$ cat src/rtl/otf_result_converter.sv
// On-the-fly converter: turns a stream of signed quotient digits {-1,0,+1} into a
// two's-complement result without carry propagation, using the Q / QM register pair.
module otf_result_converter #(
   parameter int DIGITS       = 64,
   parameter int ONLINE_DELAY = 2,
   parameter int CNT_W        = 11
) (
   input  logic              clk,
   input  logic              asyn_reset,
   input  logic              start,
   input  logic [1:0]        digit_in,
   input  logic              digit_valid,
   output logic              digit_ready,
   input  logic              res_ready,
   output logic              res_valid,
   output logic [DIGITS:0]   result,
   output logic [CNT_W-1:0]  digit_cnt,
   output logic              busy,
   output logic [1:0]        state_dbg
);

   // Handshake rule: a digit moves on a rising edge where digit_valid and digit_ready
   // are both 1; a result leaves on an edge where res_valid and res_ready are both 1.

   if (DIGITS + ONLINE_DELAY >= (1 << CNT_W)) begin : g_cnt_check
      $error("otf_result_converter: digit_cnt would wrap; widen CNT_W");
   end

   typedef enum logic [1:0] {
      IDLE = 2'd0,
      FILL = 2'd1,
      CONV = 2'd2,
      HOLD = 2'd3
   } state_t;

   localparam logic [CNT_W-1:0] FILL_LAST = CNT_W'(ONLINE_DELAY);
   localparam logic [CNT_W-1:0] CONV_LAST = CNT_W'(ONLINE_DELAY + DIGITS);

   state_t            state, state_nx;
   logic [DIGITS:0]   q_reg, q_nx;
   logic [DIGITS:0]   qm_reg, qm_nx;
   logic [DIGITS:0]   result_nx;
   logic [CNT_W-1:0]  cnt_nx, cnt_inc;
   logic              accept, dig_pos, dig_neg;

   assign digit_ready = (state == FILL) || (state == CONV);
   assign busy        = digit_ready;
   assign res_valid   = (state == HOLD);
   assign state_dbg   = state;

   assign accept  = digit_valid && digit_ready;
   assign cnt_inc = digit_cnt + CNT_W'(1);
   // 2'b11 falls through to the zero-digit case on purpose.
   assign dig_pos = (digit_in == 2'b01);
   assign dig_neg = (digit_in == 2'b10);

   always_comb begin
      state_nx  = state;
      cnt_nx    = digit_cnt;
      q_nx      = q_reg;
      qm_nx     = qm_reg;
      result_nx = result;
      case (state)
         IDLE: begin
            if (start) begin
               cnt_nx   = '0;
               q_nx     = '0;
               qm_nx    = '1;
               state_nx = (ONLINE_DELAY == 0) ? CONV : FILL;
            end
         end
         FILL: begin
            if (accept) begin
               cnt_nx = cnt_inc;
               if (cnt_inc == FILL_LAST) state_nx = CONV;
            end
         end
         CONV: begin
            if (accept) begin
               cnt_nx = cnt_inc;
               if (dig_pos) begin
                  q_nx  = {q_reg[DIGITS-1:0], 1'b1};
                  qm_nx = {q_reg[DIGITS-1:0], 1'b0};
               end else if (dig_neg) begin
                  q_nx  = {qm_reg[DIGITS-1:0], 1'b1};
                  qm_nx = {qm_reg[DIGITS-1:0], 1'b0};
               end else begin
                  q_nx  = {q_reg[DIGITS-1:0], 1'b0};
                  qm_nx = {qm_reg[DIGITS-1:0], 1'b1};
               end
               if (cnt_inc == CONV_LAST) begin
                  state_nx  = HOLD;
                  result_nx = q_nx;
               end
            end
         end
         HOLD: begin
            if (res_ready) state_nx = IDLE;
         end
         default: state_nx = IDLE;
      endcase
   end

   always_ff @(posedge clk or posedge asyn_reset) begin
      if (asyn_reset) begin
         state     <= IDLE;
         digit_cnt <= '0;
         q_reg     <= '0;
         qm_reg    <= '0;
         result    <= '0;
      end else begin
         state     <= state_nx;
         digit_cnt <= cnt_nx;
         q_reg     <= q_nx;
         qm_reg    <= qm_nx;
         result    <= result_nx;
      end
   end

endmodule

$ cat config.mk
export PLATFORM = sky130hd
export DESIGN_NAME = otf_result_converter
export DESIGN_NICKNAME = d
export VERILOG_FILES = /design/src/rtl/otf_result_converter.sv
export SDC_FILE = /design/constraint.sdc
export NUM_CORES = 1
export LEC_CHECK = 0
export CORE_MARGIN = 2
export CORE_UTILIZATION = 60
export CTS_CLUSTER_DIAMETER = 40
export DETAILED_ROUTE_END_ITERATION = 8
export PLACE_DENSITY = 0.83
export SKIP_LAST_GASP = 1
export SYNTH_ARGS = -nofsm -noshare
export SYNTH_HDL_FRONTEND = slang
export SYNTH_SLANG_ARGS = --single-unit
$ cat constraint.sdc
create_clock -name clk -period 11.4 [get_ports clk]
set_input_delay 2.28 -clock clk [delete_from_list [all_inputs] [get_ports clk]]
set_output_delay 2.28 -clock clk [all_outputs]
set_load 0.01 [all_outputs]
Word-level counts from Yosys, hierarchy flattened
Index checks and enable logic that the tools add are counted.

operators by class
  equality and inequality tests = 14
  multiplexer cells = 20
  reductions and logical operators = 10
  add/subtract/negate cells = 1

operators with widths
  cell                     number
  $mux W64                 5
  $pmux W64 S2             2
  $mux W65                 2
  $mux W11                 2
  $pmux W11 S2             1
  $mux W2                  6
  $add A11 B1 Y11 const B  1
  $eq A11 B2 Y1 const B    1
  $eq A11 B7 Y1 const B    1
  $reduce_and A3 Y1        3
  $ne A2 B2 Y1 const B     4
  $pmux W2 S4              1
  $eq A2 B2 Y1 const B     3
  $ne A2 B1 Y1 const B     3
  $reduce_and A6 Y1        1
  $eq A2 B1 Y1 const B     2
  $reduce_bool A2 Y1       2
  $logic_not A2 Y1         1
  $reduce_or A2 Y1         1
  $logic_and A1 B1 Y1      1
  $logic_or A1 B1 Y1       1
  $mux W1                  1

storage, ports and cells
  flip-flop bits (word level) = 206

Longest topological paths before layout
  depth after elaboration = 5
  mapped depth = 9
  gate-level depth less buffers = 8

Worst setup path before layout
No wires, ideal clock.

  kind = in2reg
  from = input digit_in[1]
  to = register q_reg[50]
  stages = 8
  arrival = 3.832 ns
  setup slack = 7.435 ns
  data required time = 11.267 ns
  setup time = 0.133 ns
  path through = inv_1 ha_1 clkbuf_1 nor2b_1 buf_2 buf_1 mux2i_1 o21ai_0

between the ends
  longest elaborated chain between the ends = 5
  elaborated cells on any way between the ends = 6
  those cells by class = eq/ne (2); mux (4)

RTL lines
  element                 line  source
  start: declaration      11    input logic [1:0] digit_in,
  $eq A2 B2 Y1            55    assign dig_neg = (digit_in == 2'b10);
  $mux W65                84    end else if (dig_neg) begin
  $mux W65 (*)            81    if (dig_pos) begin
  $mux W64 (*)            79    if (accept) begin
  $pmux W64 S2 (*)        63    case (state)
  end signal: assignment  114   q_reg <= q_nx;
  end: declaration        40    logic [DIGITS:0] q_reg, q_nx;

Every way passes the cells marked *; elsewhere a longest branch is shown, timed or not. The select of a mux whose other input is x is not followed.
A chain may end at the register's enable or synchronous reset.

Final worst setup path
  from = input digit_in[1]
  to = register q_reg[13]

The elaborated chain is that of the path after synthesis.

==> results_dict.tcl <==
set metrics [dict create \
    largest_register_ffs 65 \
    pre_cts_ws_ns 6.05 \
    cts_resized 0 \
    synthTopCellsByCount "206 x dfrtp_1, 146 x nand2_1, 127 x mux2i_1, 71 x o21ai_0, 69 x nor2_1" \
    clkSinkCount 206 \
    initial_core_util 0.613 \
    cp_slowest_cell "nor2b_4" \
    path_class "in2reg" \
    cts_tree "yes" \
    synthFlopType "dfrtp_1" \
    power_mw 2.58 \
    grt_start_max_net_pins 131 \
    critPathMaxStageDelay_ns 0.81 \
    insertion_delay_ns 0.52 \
    yosysUniqueCellTypes 46 \
    ys_top_cells_by_area "dfrtp_1 55%, mux2i_1 14%, nand2_1 5.9%" \
    hold_viol 0 \
    final_max_slew_viol_count 0 \
    dp_hpwl_um 11100 \
    syn_inst 886 \
    port_buffers 87 \
    num_io_pins 88 \
    fp.dieW_um 129 \
    finalSetupViolCount 0 \
    critPathLaunchType "input pin" \
    syn2layout_area_growth_pct 19.2 \
    grt.total_usage 0.250 \
    maxCapViolCount 0 \
    worst_slew_margin_rel 0.232 \
    vias_per_cell 5.91 \
    setup_ws_ns 6.53 \
    gp_congestion 0.799 \
    htree_levels 1 \
    clockPowerShare 0.326 \
    netlist_area_mm2 0.00931 \
    critPathBufInv 3 \
    grt_pass1_wl_um 33800 \
    clockBufferDepth 3 \
    drt-initial-drc-count 514 \
    seq_area_frac_synth 0.554 \
    hold_class "reg2reg" \
    worstPathRequired_ns 11.74 \
    synth-async-reset-ratio 1.00 \
    yosys_warnings 0 \
    antenna_cells 0 \
    switching_share 0.354 \
    final_cells 1150 \
    layout-drive-gt1-share 0.102 \
    synth_most_common_cell "dfrtp_1" \
    syn-mean-instance-area_um2 10.5 \
    power_switching_mw 0.914 \
    dieArea_mm2 0.0165 \
    rsz0062_at_grt "no" \
    rows 45 \
    first_pass_iters 5 \
    critPathCaptureType "register" \
    yosysTopAreaCellShare 0.554 \
    path_delay_family "buffers and inverters" \
    grt_remaining_overflow 0 \
    synth_fp_nets 902 \
    p_int_mw 1.67 \
    power_density_mw_per_mm2 232 \
    path_clk_slew_ns 0.05 \
    cp.arrival_ns 5.21 \
    die_h_um 129 \
    worstPathCellList "clkdlybuf4s50_1, inv_1, ha_4, nor2b_4, buf_4, mux2i_1, o21ai_0" \
    grt_pass1_vias 6814 \
    wire_per_inst_um 17.4 \
    fin_crit_sh 0.428 \
    status "finished clean" \
    cts_setup_buffers 0 \
    nNetsFinal 962 \
    worstMarginPinSlew_ns 1.15 \
    ant_nets 0 \
    synth_top_area_cell "dfrtp_1" \
    min_period_ns 4.87 \
    setup_tns_ns 0 \
    dp_cells 1105 \
    antenna_found_initial 0 \
    p_leak_nw 4.59 \
    hold_buffers 0 \
    vias 6798 \
    clock_tree.root_cell "clkbuf_16" \
    synth_edf_count 0 \
    finalWirelength_um 20000 \
    worst-path-max-fanout 40 \
    p_seq_frac 0.404 \
    core-area_mm2 0.0152 \
    ys_seq_elements 206 \
    combinationalPowerShare 0.269 \
    drc_errors 0 \
    ir_worst_vdd_mv 0.178 \
    cts_buffers 27 \
    fin_skew_ns 0.0153 \
    max_clock_freq_ghz 0.205 \
]
-- per-stage QoR --
step,utilization,hold WS (ns),cell area (um2)
after floorplan,-,0.449,9310
after global placement,0.670,0.460,10200
after detailed placement,0.670,0.465,10200
after CTS,0.730,0.476,11100
after global routing,0.730,0.501,11100
final,0.730,0.472,11100
-- worst paths after layout --
| path | from | endpoint | slack [ns] | cells past startpoint |
|---|---|---|---|---|
| min in group asynchronous | asyn_reset | digit_cnt[5] | 2.34 | 2 |
| worst max register to register | digit_cnt[0] | result[23] | 7.91 | 9 |
| max in group asynchronous | asyn_reset | q_reg[50] | 7.50 | 3 |
| worst min register to register | result[56] | result[56] | 0.47 | 2 |
| worst min-delay path | result[56] | result[56] | 0.47 | 2 |
| worst max-delay path | digit_in[1] | q_reg[13] | 6.53 | 7 |
-- placed cells by master (no fill, tap or decap), types with 8 or more instances in the layout --
master,count
o21ai_0,71
nor2_1,69
clkbuf_16,27
dfrtp_1,206
mux2i_1,127
nand2_1,145
o21ai_2,34
clkdlybuf4s50_1,87
ha_1,8
a31oi_1,10
o21ai_1,31
a21oi_1,54
-- routing by layer --
metal,up-vias,GRT usage,wire [um]
li1,3186,-,-
met1,3396,0.366,9110
met2,190,0.397,9750
met3,26,0.0358,892
met4,0,0.0710,245
met5,-,0,0
-- kinds of logic (layout without fill, tap and decap cells) --
| family | Yosys count | after routing | share of synthesized area |
|---|---|---|---|
| and+or+nand+nor | 243 | 243 | 0.106 |
| AOI/OAI and AO/OA | 225 | 225 | 0.148 |
| DFF | 206 | 206 | 0.554 |
| muxes | 128 | 128 | 0.138 |
| buffers and inverters | 71 | 147 | 0.0391 |
| adders and majority gates | 9 | 9 | 0.0121 |
| xor gates and xnor gates | 4 | 4 | 0.00376 |
-- tightest hold or removal path, stage by stage, from the launching register on --
cell and delay [ns]:
dfrtp_1 0.33, nand2_1 0.06, o21ai_2 0.05
-- final cells by class --
type | count | area [um2]
flip-flops and latches | 206 | 5150
fillers | 1076 | 4110
multi-input cells | 609 | 3840
repair buffers | 94 | 923
clock buffers | 33 | 748
well taps | 188 | 235
clock inverters | 12 | 156
inverters | 8 | 37.5
-- power by group through the flow --
stage	Clock, mW	Combinational, mW	Sequential, mW
after floorplan	0	0.516	1.01
after global placement	0	0.667	1.04
after detailed placement	0	0.685	1.04
after CTS	0.851	0.695	1.04
after global routing	0.886	0.776	1.06
final	0.841	0.695	1.04
Note: power is estimated with default switching activity, not from simulation.
